==> src/rtl/instr_sequencer_pkg.sv <==
// Shared widths, opcode constants, entry layout and FSM encoding for the
// instruction sequencer and its program store.
package seq_pkg;

  localparam int INSTR_W = 12;
  localparam int DATA_W  = 16;
  localparam int DEPTH   = 16;
  localparam int ADDR_W  = 4;

  localparam logic [3:0] OP_HALT = 4'h0;
  localparam logic [3:0] OP_LOAD = 4'h1;
  localparam logic [3:0] OP_MOVE = 4'h2;
  localparam logic [3:0] OP_ADD  = 4'h3;
  localparam logic [3:0] OP_SUB  = 4'h4;

  typedef enum logic [1:0] {
    S_IDLE  = 2'd0,
    S_RUN   = 2'd1,
    S_PAUSE = 2'd2,
    S_DONE  = 2'd3
  } state_t;

  typedef struct packed {
    logic [INSTR_W-1:0] instr;
    logic [DATA_W-1:0]  data;
  } entry_t;

  // Instruction layout: opcode[11:8], rx[7:4], ry[3:0]
  function automatic logic [3:0] opcodeOf(input logic [INSTR_W-1:0] instr);
    return instr[11:8];
  endfunction

  function automatic logic [3:0] rxOf(input logic [INSTR_W-1:0] instr);
    return instr[7:4];
  endfunction

  function automatic logic [3:0] ryOf(input logic [INSTR_W-1:0] instr);
    return instr[3:0];
  endfunction

endpackage

==> src/rtl/instr_sequencer_if.sv <==
// Control/programming bus of the sequencer: the master loads and steers
// programs, the slave (sequencer) drives the processor-facing outputs.
interface instr_sequencer_if;
  import seq_pkg::*;

  logic               prog_we;
  logic [ADDR_W-1:0]  prog_addr;
  logic [INSTR_W-1:0] prog_instr;
  logic [DATA_W-1:0]  prog_data;
  logic               start;
  logic               halt_req;
  logic               step;
  logic [INSTR_W-1:0] instruction_F;
  logic [DATA_W-1:0]  data;
  logic               w;
  logic [ADDR_W-1:0]  pc;
  logic               busy;
  logic               done;

  modport master (
    output prog_we, prog_addr, prog_instr, prog_data, start, halt_req, step,
    input  instruction_F, data, w, pc, busy, done
  );

  modport slave (
    input  prog_we, prog_addr, prog_instr, prog_data, start, halt_req, step,
    output instruction_F, data, w, pc, busy, done
  );

endinterface

==> src/rtl/instr_sequencer_prog_mem.sv <==
// Program store: register array cleared by reset so every entry reads as
// HALT, with a synchronous write port and a combinational read port.
module prog_mem
  import seq_pkg::*;
(
  input  logic              clk,
  input  logic              rst,
  input  logic              i_we,
  input  logic [ADDR_W-1:0] i_waddr,
  input  entry_t            i_wentry,
  input  logic [ADDR_W-1:0] i_raddr,
  output entry_t            o_rentry
);

  entry_t r_mem [DEPTH];

  always_ff @(posedge clk or negedge rst) begin
    if (!rst) begin
      for (int i = 0; i < DEPTH; i++) begin
        r_mem[i] <= '0;
      end
    end else if (i_we) begin
      r_mem[i_waddr] <= i_wentry;
    end
  end

  assign o_rentry = r_mem[i_raddr];

endmodule

==> src/rtl/instr_sequencer.sv <==
// Feeds the processor one stored instruction per clock, with run, pause,
// single-step and halt-on-opcode control.
module instr_sequencer
  import seq_pkg::*;
(
  input  logic             clk,
  input  logic             rst,
  instr_sequencer_if.slave bus
);

  state_t             r_state;
  state_t             w_nextState;
  logic [ADDR_W-1:0]  r_pc;
  logic [ADDR_W-1:0]  w_nextPc;
  logic [INSTR_W-1:0] r_instr;
  logic [INSTR_W-1:0] w_nextInstr;
  logic [DATA_W-1:0]  r_data;
  logic [DATA_W-1:0]  w_nextData;
  logic               r_w;
  logic               w_nextW;

  entry_t             w_entry;
  entry_t             w_progEntry;
  logic               w_memWe;
  logic               w_isHalt;
  logic               w_isLast;

  // The store is frozen while a program is actively running
  assign w_memWe     = bus.prog_we && (r_state != S_RUN);
  assign w_progEntry = '{instr: bus.prog_instr, data: bus.prog_data};

  prog_mem u_mem (
    .clk      (clk),
    .rst      (rst),
    .i_we     (w_memWe),
    .i_waddr  (bus.prog_addr),
    .i_wentry (w_progEntry),
    .i_raddr  (r_pc),
    .o_rentry (w_entry)
  );

  assign w_isHalt = (opcodeOf(w_entry.instr) == OP_HALT);
  assign w_isLast = (r_pc == ADDR_W'(DEPTH - 1));

  always_ff @(posedge clk or negedge rst) begin
    if (!rst) begin
      r_state <= S_IDLE;
      r_pc    <= '0;
      r_instr <= '0;
      r_data  <= '0;
      r_w     <= 1'b0;
    end else begin
      r_state <= w_nextState;
      r_pc    <= w_nextPc;
      r_instr <= w_nextInstr;
      r_data  <= w_nextData;
      r_w     <= w_nextW;
    end
  end

  // Issue in RUN and on a PAUSE step share one path; the last entry ends the
  // program without wrapping back to address 0.
  always_comb begin
    w_nextState = r_state;
    w_nextPc    = r_pc;
    w_nextInstr = r_instr;
    w_nextData  = r_data;
    w_nextW     = 1'b0;
    case (r_state)
      S_IDLE, S_DONE: begin
        if (bus.start) begin
          w_nextState = S_RUN;
          w_nextPc    = '0;
        end
      end
      S_RUN: begin
        if (bus.halt_req) begin
          w_nextState = S_PAUSE;
        end else if (w_isHalt) begin
          w_nextState = S_DONE;
        end else begin
          w_nextInstr = w_entry.instr;
          w_nextData  = w_entry.data;
          w_nextW     = 1'b1;
          if (w_isLast) begin
            w_nextState = S_DONE;
          end else begin
            w_nextPc = r_pc + ADDR_W'(1);
          end
        end
      end
      S_PAUSE: begin
        if (bus.start) begin
          w_nextState = S_RUN;
        end else if (bus.step) begin
          if (w_isHalt) begin
            w_nextState = S_DONE;
          end else begin
            w_nextInstr = w_entry.instr;
            w_nextData  = w_entry.data;
            w_nextW     = 1'b1;
            if (w_isLast) begin
              w_nextState = S_DONE;
            end else begin
              w_nextPc = r_pc + ADDR_W'(1);
            end
          end
        end
      end
      default: begin
        w_nextState = S_IDLE;
      end
    endcase
  end

  assign bus.instruction_F = r_instr;
  assign bus.data          = r_data;
  assign bus.w             = r_w;
  assign bus.pc            = r_pc;
  assign bus.busy          = (r_state == S_RUN) || (r_state == S_PAUSE);
  assign bus.done          = (r_state == S_DONE);

endmodule

==> src/flat_wrapper.sv <==
// flat-port wrapper written by rule: the top's interface ports become plain ports
module instr_sequencer_flat import seq_pkg::*;
  (clk, rst, bus_prog_we, bus_prog_addr, bus_prog_instr, bus_prog_data, bus_start, bus_halt_req, bus_step, bus_instruction_F, bus_data, bus_w, bus_pc, bus_busy, bus_done);
  instr_sequencer_if bus_i ();
  input  logic clk;
  input  logic rst;
  input wire logic [$bits(bus_i.prog_we)-1:0] bus_prog_we;
  input wire logic [$bits(bus_i.prog_addr)-1:0] bus_prog_addr;
  input wire logic [$bits(bus_i.prog_instr)-1:0] bus_prog_instr;
  input wire logic [$bits(bus_i.prog_data)-1:0] bus_prog_data;
  input wire logic [$bits(bus_i.start)-1:0] bus_start;
  input wire logic [$bits(bus_i.halt_req)-1:0] bus_halt_req;
  input wire logic [$bits(bus_i.step)-1:0] bus_step;
  output wire logic [$bits(bus_i.instruction_F)-1:0] bus_instruction_F;
  output wire logic [$bits(bus_i.data)-1:0] bus_data;
  output wire logic [$bits(bus_i.w)-1:0] bus_w;
  output wire logic [$bits(bus_i.pc)-1:0] bus_pc;
  output wire logic [$bits(bus_i.busy)-1:0] bus_busy;
  output wire logic [$bits(bus_i.done)-1:0] bus_done;
  assign bus_i.prog_we = bus_prog_we;
  assign bus_i.prog_addr = bus_prog_addr;
  assign bus_i.prog_instr = bus_prog_instr;
  assign bus_i.prog_data = bus_prog_data;
  assign bus_i.start = bus_start;
  assign bus_i.halt_req = bus_halt_req;
  assign bus_i.step = bus_step;
  assign bus_instruction_F = bus_i.instruction_F;
  assign bus_data = bus_i.data;
  assign bus_w = bus_i.w;
  assign bus_pc = bus_i.pc;
  assign bus_busy = bus_i.busy;
  assign bus_done = bus_i.done;
  instr_sequencer u_core (.clk(clk), .rst(rst), .bus(bus_i));
endmodule
==> config.mk <==
export PLATFORM = sky130hd
export DESIGN_NAME = instr_sequencer_flat
export DESIGN_NICKNAME = d
export VERILOG_FILES = /design/src/rtl/instr_sequencer_pkg.sv /design/src/rtl/instr_sequencer_if.sv /design/src/rtl/instr_sequencer_prog_mem.sv /design/src/rtl/instr_sequencer.sv /design/src/flat_wrapper.sv
export SDC_FILE = /design/constraint.sdc
export NUM_CORES = 1
export LEC_CHECK = 0
export ABC_AREA = 1
export BUFFER_PORTS_ARGS = -buffer_cell sky130_fd_sc_hd__clkbuf_2
export CAP_MARGIN = 5
export CORE_UTILIZATION = 31
export DETAILED_ROUTE_END_ITERATION = 12
export GPL_TIMING_DRIVEN = 0
export PLACE_DENSITY_LB_ADDON = 0.2
export SLEW_MARGIN = 40
export SYNTH_ARGS = -nofsm -noshare
export SYNTH_HDL_FRONTEND = slang
export SYNTH_SLANG_ARGS = --single-unit
==> constraint.sdc <==
create_clock -name clk -period 3.1 [get_ports clk]
set_clock_uncertainty 0.1 [all_clocks]
set_input_delay 0.31 -clock clk [delete_from_list [all_inputs] [get_ports clk]]
set_output_delay 0.31 -clock clk [all_outputs]
set_load 0.02 [all_outputs]
# Yosys cells after proc, flatten, opt, wreduce, memory -nomap -nowiden
# Index checks and enable logic that the tools add are counted.
[word_totals]
reg_bits = 483
latchBits = 0
ram_bits = 0
romBits = 0
in_bits = 38
output_inout_bits = 35
wordCells = 98
mem_count = 0
[op_classes]
add_sub_neg = 1
n_mul = 0
div = 0
n_lt_le_gt_ge = 3
n_eq_ne = 10
shifts = 0
mux = 35
bitwise_logic = 2
reduce_logical = 10
[op_table]
columns = ["op", "count"]
rows = [
  ["$bwmux W448", 1],
  ["$bmux W28 S4", 1],
  ["$demux W28 S4", 1],
  ["$mux W28", 3],
  ["$mux W16", 4],
  ["$mux W12", 4],
  ["$pmux W16 S2", 1],
  ["$mux W4", 6],
  ["$pmux W12 S2", 1],
  ["$mux W2", 6],
  ["$pmux W4 S3", 1],
  ["$ge A5 B5 Y1 const B", 2],
  ["$not A4 Y5", 2],
  ["$ne A2 B2 Y1 const B", 4],
  ["$reduce_and A4 Y1", 2],
  ["$pmux W2 S3", 1],
  ["$lt A5 B1 Y1 const B", 1],
  ["$add A4 B1 Y4 const B", 1],
  ["$eq A2 B2 Y1 const B", 2],
  ["$eq A4 B4 Y1 const B", 1],
  ["$logic_not A4 Y1", 1],
  ["$mux W1", 4],
  ["$ne A3 B3 Y1 const B", 1],
  ["$eq A2 B1 Y1 const B", 1],
  ["8 further kinds", 9],
]

# Depth between registers and ports, before layout
# Gate-level depths: netlist (run 1).
[depth]
ltp_word = 9
ltp_mapped = 16

# By module
# Synthesis (run 1) repeated with hierarchy kept, for this count alone.
[unflattened]
cells_unflattened = 3070
hier_area_um2 = 23526.3
[modules_own_cells]
columns = ["module", "n_inst", "cells_per_inst", "area_each_um2", "seq_area_each_um2"]
rows = [
  ["prog_mem", 1, 2880, 21894.7, 11210.8],
  ["instr_sequencer", 1, 190, 1631.6, 875.8],
]

# Worst setup path before layout (run 1)
# OpenSTA, ideal clock, no wires.
[synth_path]
kind = "register -> register"
startpoint = "register u_core.r_pc[1], in the netlist u_core.bus.pc[1]"
endpoint = "register u_core.r_data[2], in the netlist u_core.bus.data[2]"
arrival_ns = 1.804
setup_slack_ns = 1.072
stages_incl_launch_ff = 15
path_buffers = 4
period_less_slack_ns = 2.028
path_cell_list = "dfrtp_1 -> buf_4 -> inv_2 -> buf_2 -> nor2_1 -> o21ai_1 -> nand3_1 -> nand3_1 -> nand2_1 -> nor2_1 -> nand2_2 -> nand3_2 -> buf_6 -> buf_6 -> o21ai_1"
[synth_via]
elab_chain_cells = 9
[synth_rtl]
columns = ["item", "line", "source"]
rows = [
  ["start: declaration", "instr_sequencer.sv:13", "logic [ADDR_W-1:0] r_pc;"],
  ["start signal: assignment", "instr_sequencer.sv:54", "r_pc <= w_nextPc;"],
  ["$not A4 Y5 (not written as such) (*)", "instr_sequencer_prog_mem.sv:27", "assign o_rentry = r_mem[i_raddr];"],
  ["$bmux W28 S4 (*)", "instr_sequencer_prog_mem.sv:27", ""],
  ["$mux W28 (not written as such) (*) (2 in series)", "instr_sequencer_prog_mem.sv:27", ""],
  ["$logic_not A4 Y1", "instr_sequencer.sv:42", "assign w_isHalt = (opcodeOf(w_entry.instr) == OP_HALT);"],
  ["$mux W16 (*)", "instr_sequencer.sv:79, instr_sequencer.sv:96", ""],
  ["$mux W16", "instr_sequencer.sv:95", "end else if (bus.step) begin"],
  ["$mux W16", "instr_sequencer.sv:93", "if (bus.start) begin"],
  ["$pmux W16 S2 (*)", "instr_sequencer.sv:69", "case (r_state)"],
  ["end signal: assignment", "instr_sequencer.sv:56", "r_data <= w_nextData;"],
  ["end: declaration", "instr_sequencer.sv:17", "logic [DATA_W-1:0] r_data;"],
]
# Every way passes the cells marked *; elsewhere a longest branch is shown, timed or not. The select of a mux whose other input is x is not followed.
# A chain may end at the register's enable or synchronous reset.

# Worst setup path after layout (run 1)
[layout_path]
startpoint = "register u_core.r_pc[0], in the netlist u_core.bus.pc[0]"
endpoint = "register u_core.r_data[14], in the netlist u_core.bus.data[14]"
# The elaborated chain is that of the path after synthesis.

==> run metrics, run 1 <==
flop2flop setup slack=0.05 ns; critical path fanouts, max=10; DRC viols=0; dominant cells by area after synthesis=dfrtp_1 56%, o21ai_0 15%, nand2_1 12%, nor2_1 4.3%, clkbuf_1 3.0%; first-pass GRT wire length=122000 µm; Worst Setup Start Kind=flip-flop; Ant. Diodes=0; Cells on Worst Hold Path=3; Initial Utilization=31.3%; Worst-Margin Slew=approximately 0.91 ns; #FFs+latches synth=483; gr usage total=23.3%; Fmax=328 MHz; Detail Route met2 WL=36000 µm; final wirelength=81400 µm; GRT overflow=0; vias=approximately 19000; min cycle time layout=~3.1 ns; Final Power=27.0 mW; First-pass DRT Iterations=5; asr flop ratio synth=100%; worst hold path class=in -> reg; post-route antenna net violation count=0; Core Region=68500 µm²; post-synthesis cell type count=27; PortBufs=70; Post-DP Area=23100 µm²; syn_nets=approximately 2600; outcome=complete, no violations; Post-Synthesis Cells=2573; Worst Reg-to-Reg Cells=10; hold wc startpoint=bus_prog_data[15]; initial DRC count=between 1500 and 2000; PwrDens=1070 nW/µm²; CTS max path bufs=3; area share of the largest cell type after synthesis=56.4%; vias in the first global route=19100; Setup Viol. Count Final=0; initial antenna violation count=0; Worst Hold End=u_core.u_mem.r_mem[435]$_DFFE_PN0P_; post-route cell area=around 25000 µm²; die area=around 70000 µm²; area grow syn2layout=17.9%; CP Launch Point=u_core.bus.pc[0]$_DFFE_PN0P_; CP required=3.52 ns; GP Congestion=around 0.92; Post-CTS Setup Repair Bufs=0; Mapped Area=21400 µm²; DP Cell Count=3533; Reg clk slew, reported paths=0.06 ns; met1 WL=~37000 µm; largest net degree at the start of global routing=70; Highest Signal Layer=met4; register area share after synthesis=a little under three fifths; fillers=7158; Setup crit end kind=flip-flop; CTS root buffer=clkbuf_16; CTS tree=yes; Inserted Clock Buffers=53; Die X=around 270 µm; Worst Path Class, Setup=reg -> reg; worst vdd ir=0.741 mV; height of the chip=around 270 µm; Post-Syn Area per Cell=roughly 8.3 µm²; Fin. Hold Viols=0; synth warn=0; reg2reg start=u_core.bus.pc[0]$_DFFE_PN0P_; Lkg Pwr=roughly 12 nW; vias per cell=5.31; worst skew pair latency=0.62 ns; io pins=73; final critical-path share of the clock period=98.5%; met3 WL=5190 µm; Rows=96; max cap viols=0; Synth area leader=dfrtp_1; # clock sinks=483; layout cells sized above 1=8.85%; wire per inst=22.2 µm; Max-Slew Margin vs Limit=about 40%; Post-Layout Cell Count=3661; Crit path arrival time=3.47 ns; Post-DP HPWL=60900 µm; fin. max-slew vios=0; commonest register cell after synthesis=dfrtp_1; reg-to-reg endpoint=u_core.bus.data[14]$_DFFE_PN0P_; CTS H-Tree Depth=2; EDFF count, synth=0; Final #Nets=~2800
-- placed cells by master, fill, tap and decap left out, types with 26 or more instances in the layout --
| cell | n |
|---|---|
| inv_1 | 86 |
| nor2_1 | 243 |
| nand3_1 | 42 |
| dfrtp_1 | 483 |
| clkbuf_1 | 160 |
| o22ai_1 | 48 |
| nand2_1 | 671 |
| o21ai_0 | 648 |
| dlygate4sd3_1 | 30 |
| buf_2 | 26 |
| clkbuf_16 | 55 |
| clkbuf_2 | 93 |
-- through the flow --
stage / hold slack (ns) / utilization, % / setup TNS, ns / setup slack [ns]
CTS: 0.0315 / 36.9 / 0 / 0.0210
floorplan: -0.0856 / - / 0 / 1.07
global route: 0.0659 / 36.9 / -0.00708 / -0.00358
detailed placement: 0.195 / 33.8 / -0.497 / -0.0712
global placement: 0.361 / 33.4 / -4594.24 / -9.59
finish: 0.0347 / 36.9 / 0 / 0.0474
-- per-layer routing --
metal	vias to the layer above	global-route usage (%)
li1	8871	-
met1	9742	33.2
met4	0	8.59
met3	147	3.29
met2	693	35.8
met5	-	0
-- power by group --
group / leakage (nW) / internal [mW] / total [mW] / switching [mW]
logic: 4.64 / 3.12 / 9.73 / 6.60
clock network: 0.913 / 3.91 / 6.60 / 2.69
registers: 6.23 / 9.10 / 10.7 / 1.56
-- cells by family (layout without fill, tap and decap cells) --
kind of cell | count (synthesis) | after routing | share of synthesized area, %
fa+ha+maj | 4 | 4 | 0.233
buf+inv | 310 | 516 | 5.89
flops | 483 | 483 | 56.4
simple gates | 972 | 972 | 17.4
compound gates | 804 | 804 | 20.1
-- how the worst max path moves through the flow --
stage / to / slack [ns] / cells past startpoint
3_5_place_dp: u_core.bus.instruction_F[1]$_DFFE_PN0P_ / -0.07 / 8
2_1_floorplan: u_core.bus.data[2]$_DFFE_PN0P_ / 1.07 / 14
5_1_grt: u_core.u_mem.r_mem[247]$_DFFE_PN0P_ / -0.004 / 11
4_1_cts: u_core.u_mem.r_mem[376]$_DFFE_PN0P_ / 0.02 / 11
6_report: u_core.bus.data[14]$_DFFE_PN0P_ / 0.05 / 10
3_3_place_gp: u_core.bus.w$_DFF_PN0_ / -9.59 / 1
-- Yosys cell counts (2+ instances only) --
| library cell | instances |
|---|---|
| o221ai_1 | 24 |
| nor3_1 | 2 |
| nor2_1 | 244 |
| o21ai_2 | 10 |
| inv_2 | 2 |
| inv_1 | 86 |
| a31oi_1 | 24 |
| clkbuf_1 | 172 |
| nand3_1 | 42 |
| ha_1 | 4 |
| o22ai_1 | 48 |
| buf_1 | 13 |
| a21oi_1 | 4 |
| buf_4 | 6 |
| o21ai_0 | 648 |
| nand4_1 | 10 |
| o211ai_1 | 24 |
| dfrtp_1 | 483 |
| buf_2 | 25 |
| nand2_1 | 671 |
| buf_6 | 6 |
| o21ai_1 | 20 |
-- sequential cells by signal, indices dropped and copies added (netlist names) --
signal / count
u_core.bus.data: 16
u_core.bus.w: 1
u_core.bus.instruction_F: 12
u_core.r_state: 2
u_core.bus.pc: 4
u_core.u_mem.r_mem: 448
-- final cells by class --
type,instances,area [µm²],area share (%)
sequential,483,12100,47.8
multi-input combinational,1780,8100,32.0
clock buffer,83,1660,6.57
tap,882,1100,4.36
buffer,221,967,3.82
timing repair buffer,108,880,3.48
inverter,88,330,1.31
clock inverter,16,159,0.628
-- what timing repair did --
item	CTS	global route
hold buffers	30	0
setup endpoints to repair	15	201
gates cloned	0	0
hold endpoints to repair	425	0
gates resized for setup	5	26
-- worst max-delay path, stage by stage, from the launching register on --
cell and delay, ns:
dfrtp_1 0.44, inv_2 0.21, buf_4 0.31, buf_4 0.21, clkbuf_1 0.63, nor2_1 0.11, o22ai_1 0.43, nand2_1 0.11
nand2_1 0.09, a31oi_1 0.10, o21ai_1 0.20
(Power assumes the default switching activity.)
==> run 2, diff against run 1 <==
ABC_AREA = default   (was 1)
==> run 2 against run 1 <==
Net effect:
- core utilization rose by 0.54 points
- sequential share of layout area is 0.92 points lower
- clock power hardly changed
- sequential cell count is the same
- highest routed layer unchanged
==> run metrics, run 2 <==
CP max stage cell=nand2_1; RSZ-0062 raised after global routing=yes; post-place setup slack=-0.926 ns; worst hold path class=in -> async; CTS root buffer=clkbuf_16; outcome=complete, no violations; post-route cell area=25800 µm²; EDFF count, synth=0; synth warn=0; largest net degree at the start of global routing=69; vias in the first global route=13300; Inserted Clock Buffers=55; #FFs+latches synth=483; Crit path arrival time=3.42 ns; register area=12100 µm²; Initial Utilization=31.4%; syn_nets=1333; Final Power=27.3 mW; Worst Setup Start Kind=flip-flop; most common cell in the synthesized netlist=dfrtp_1; die area=70800 µm²; Post-Syn Area per Cell=roughly 17 µm²; Mapped Area=21600 µm²; Post-DP Area=23500 µm²; GRT overflow=0; critical path fanouts, max=10; final core occ=between 30% and 40%; io pins=73; Die X=266 µm; vias=between 10000 and 15000; final critical-path share of the clock period=97.6%; Fin. Hold Viols=0; Worst Path Class, Setup=reg -> reg; CTS max path bufs=3; Lkg Pwr=11.3 nW; Setup Viol. Count Final=0; Rows=96; GP Congestion=roughly 0.74; post-route antenna net violation count=0; First-pass DRT Iterations=5; Clk network pwr share=around a quarter; CTS H-Tree Depth=2; max cap viols=0; initial DRC count=630; wire per inst=24.5 µm; worst vdd ir=0.484 mV; Fmax=330 MHz; layout cells sized above 1=57.6%; gr usage total=17.4%; Most flops, register=u_core.u_mem.r_mem; commonest cells after routing, fill and taps aside=480 x dfrtp_1, 453 x mux2_2, 136 x mux4_2; Largest register FFs=448; Logic pwr share=36.3%; DRC viols=0; commonest register cell after synthesis=dfrtp_1; # clock sinks=483; Post-DP HPWL=between 30000 and 40000 µm; area taken by multi-input logic gates=9130 µm²; Crit. path cell count=6; Synth area leader=dfrtp_1; Setup crit end kind=flip-flop; fillers=6483; fin. max-slew vios=0; initial antenna violation count=0; Reg clk slew, reported paths=0.06 ns; asr flop ratio synth=100%; Post-Synthesis Cells=1291; PwrDens=between 1000 and 1500 nW/µm²; Synth top cells by count=483 x dfrtp_1, 453 x mux2_2, 136 x mux4_2, 79 x clkbuf_1, 20 x mux2_4; CP required=roughly 3.5 ns; Switch Pwr=8.29 mW; first-pass GRT wire length=90100 µm; min cycle time layout=3.03 ns; register area share after synthesis=55.9%; Ant. Diodes=0; area share of the largest cell type after synthesis=55.9%; height of the chip=around 270 µm; Buf/Inv on CP=1; area grow syn2layout=19.2%; Int Power=approximately 19 mW; sequential share of power=39.5%; commonest non-fill, non-tap cell in the layout=dfrtp_1; Worst-Margin Slew=between 0.7 and 0.8 ns; Core Region=68800 µm²; post-synthesis cell type count=34; vias per cell=5.03; Worst Reg-to-Reg Cells=6; Max-Slew Margin vs Limit=a little under half; switching part of the total=30.3%; Final #Nets=approximately 1500; Final WS setup=0.0739 ns; PortBufs=70; crit-path cells=ha_1, nand2b_1, nor3_1, nand2_1, clkbuf_2, mux2_2; worst skew pair latency=0.61 ns; dominant cells by area after synthesis=dfrtp_1 56%, mux2_2 24%, mux4_2 14%, mux2_4 1.4%, clkbuf_1 1.4%; CP delay by family, top=simple AND/OR/NAND/NOR gates; CTS tree=yes; crit-path max cell delay=0.56 ns; final wirelength=59600 µm
==> run 2: cell types whose count changed in the layout (fill, tap and decap cells not counted), moves of 38 or more <==
cell / delta
nor2_1: -237
nand3_1: -38
nand2_1: -656
o21ai_0: -643
o22ai_1: -48
mux2_2: +453
mux4_2: +136
clkbuf_1: -117
inv_1: -80
==> run 2: area by class of cell <==
type	count	area share, %
Inverter	7	0.107
Clock inverter	13	0.529
Tap cell	931	4.52
Multi-Input combinational cell	698	35.4
Timing Repair Buffer	120	3.80
Buffer	100	2.13
Sequential cell	483	46.9
Clock buffer	86	6.65
==> run 2: logic make-up after synthesis <==
kind of cell,after synthesis,share of synthesized area (%)
AOI/OAI and AO/OA,16,0.486
adders and majority gates,4,0.231
buffers and inverters,110,2.12
DFF,483,55.9
muxes,625,39.9
and+or+nand+nor,53,1.42
==> run 2: path summary, 6_finish.rpt <==
path | start | slack, ns | endpoint
worst max-delay path | u_core.r_state[0]$_DFFE_PN0P_ | 0.07 | u_core.u_mem.r_mem[382]$_DFFE_PN0P_
worst min-delay path | rst | 0.05 | u_core.bus.data[4]$_DFFE_PN0P_
worst max register to register | u_core.r_state[0]$_DFFE_PN0P_ | 0.07 | u_core.u_mem.r_mem[382]$_DFFE_PN0P_
worst min register to register | u_core.bus.instruction_F[3]$_DFFE_PN0P_ | 0.39 | u_core.bus.instruction_F[3]$_DFFE_PN0P_
max in group asynchronous | rst | 1.56 | u_core.u_mem.r_mem[46]$_DFFE_PN0P_
min in group clk | bus_halt_req | 0.05 | u_core.r_state[1]$_DFFE_PN0P_
==> run 2: routing by layer <==
metal | GRT usage [%] | up-vias | part of all wire [%]
met4 | 4.55 | 0 | 2.0
met1 | 24.0 | 6734 | 46
li1 | - | 5228 | -
met3 | 2.57 | 86 | 3.5
met5 | 0 | - | 0
met2 | 28.5 | 207 | 49
==> run 2: power by group through the flow <==
stage               registers [mW]  clock network [mW]  logic (mW)
detailed placement            10.9                   0        9.80
global placement              10.8                   0        9.55
floorplan                     10.6                   0        7.06
finish                        10.8                6.60        9.94
CTS                           10.8                6.78        10.0
global route                  11.2                7.03        10.6
==> run 2: worst reg2reg max path, delay by kind of cell (launching register included) <==
family                     cells  cell delay [ns]
buffers and inverters          1             0.49
muxes                          1             0.37
and+or+nand+nor                3             1.15
DFF                            1             0.43
adders and majority gates      1             0.36
==> run 2: metrics by stage <==
stage          hold WS (ns)  instances  setup TNS, ns
2_1_floorplan       -0.0856       1291              0
3_3_place_gp          0.378       2292       -4820.52
3_5_place_dp          0.119       2304         -40.33
4_1_cts             0.00539       2436              0
5_1_grt              0.0380       2438          -2.11
6_report             0.0512       2438              0
==> run 2: what timing repair did <==
action	4_1_cts	5_1_grt
endpoints found under the setup margin	125	199
setup buffers	5	3
hold buffers	30	0
pin swaps	2	0
endpoints found under the hold margin	293	0
resized for setup	35	15
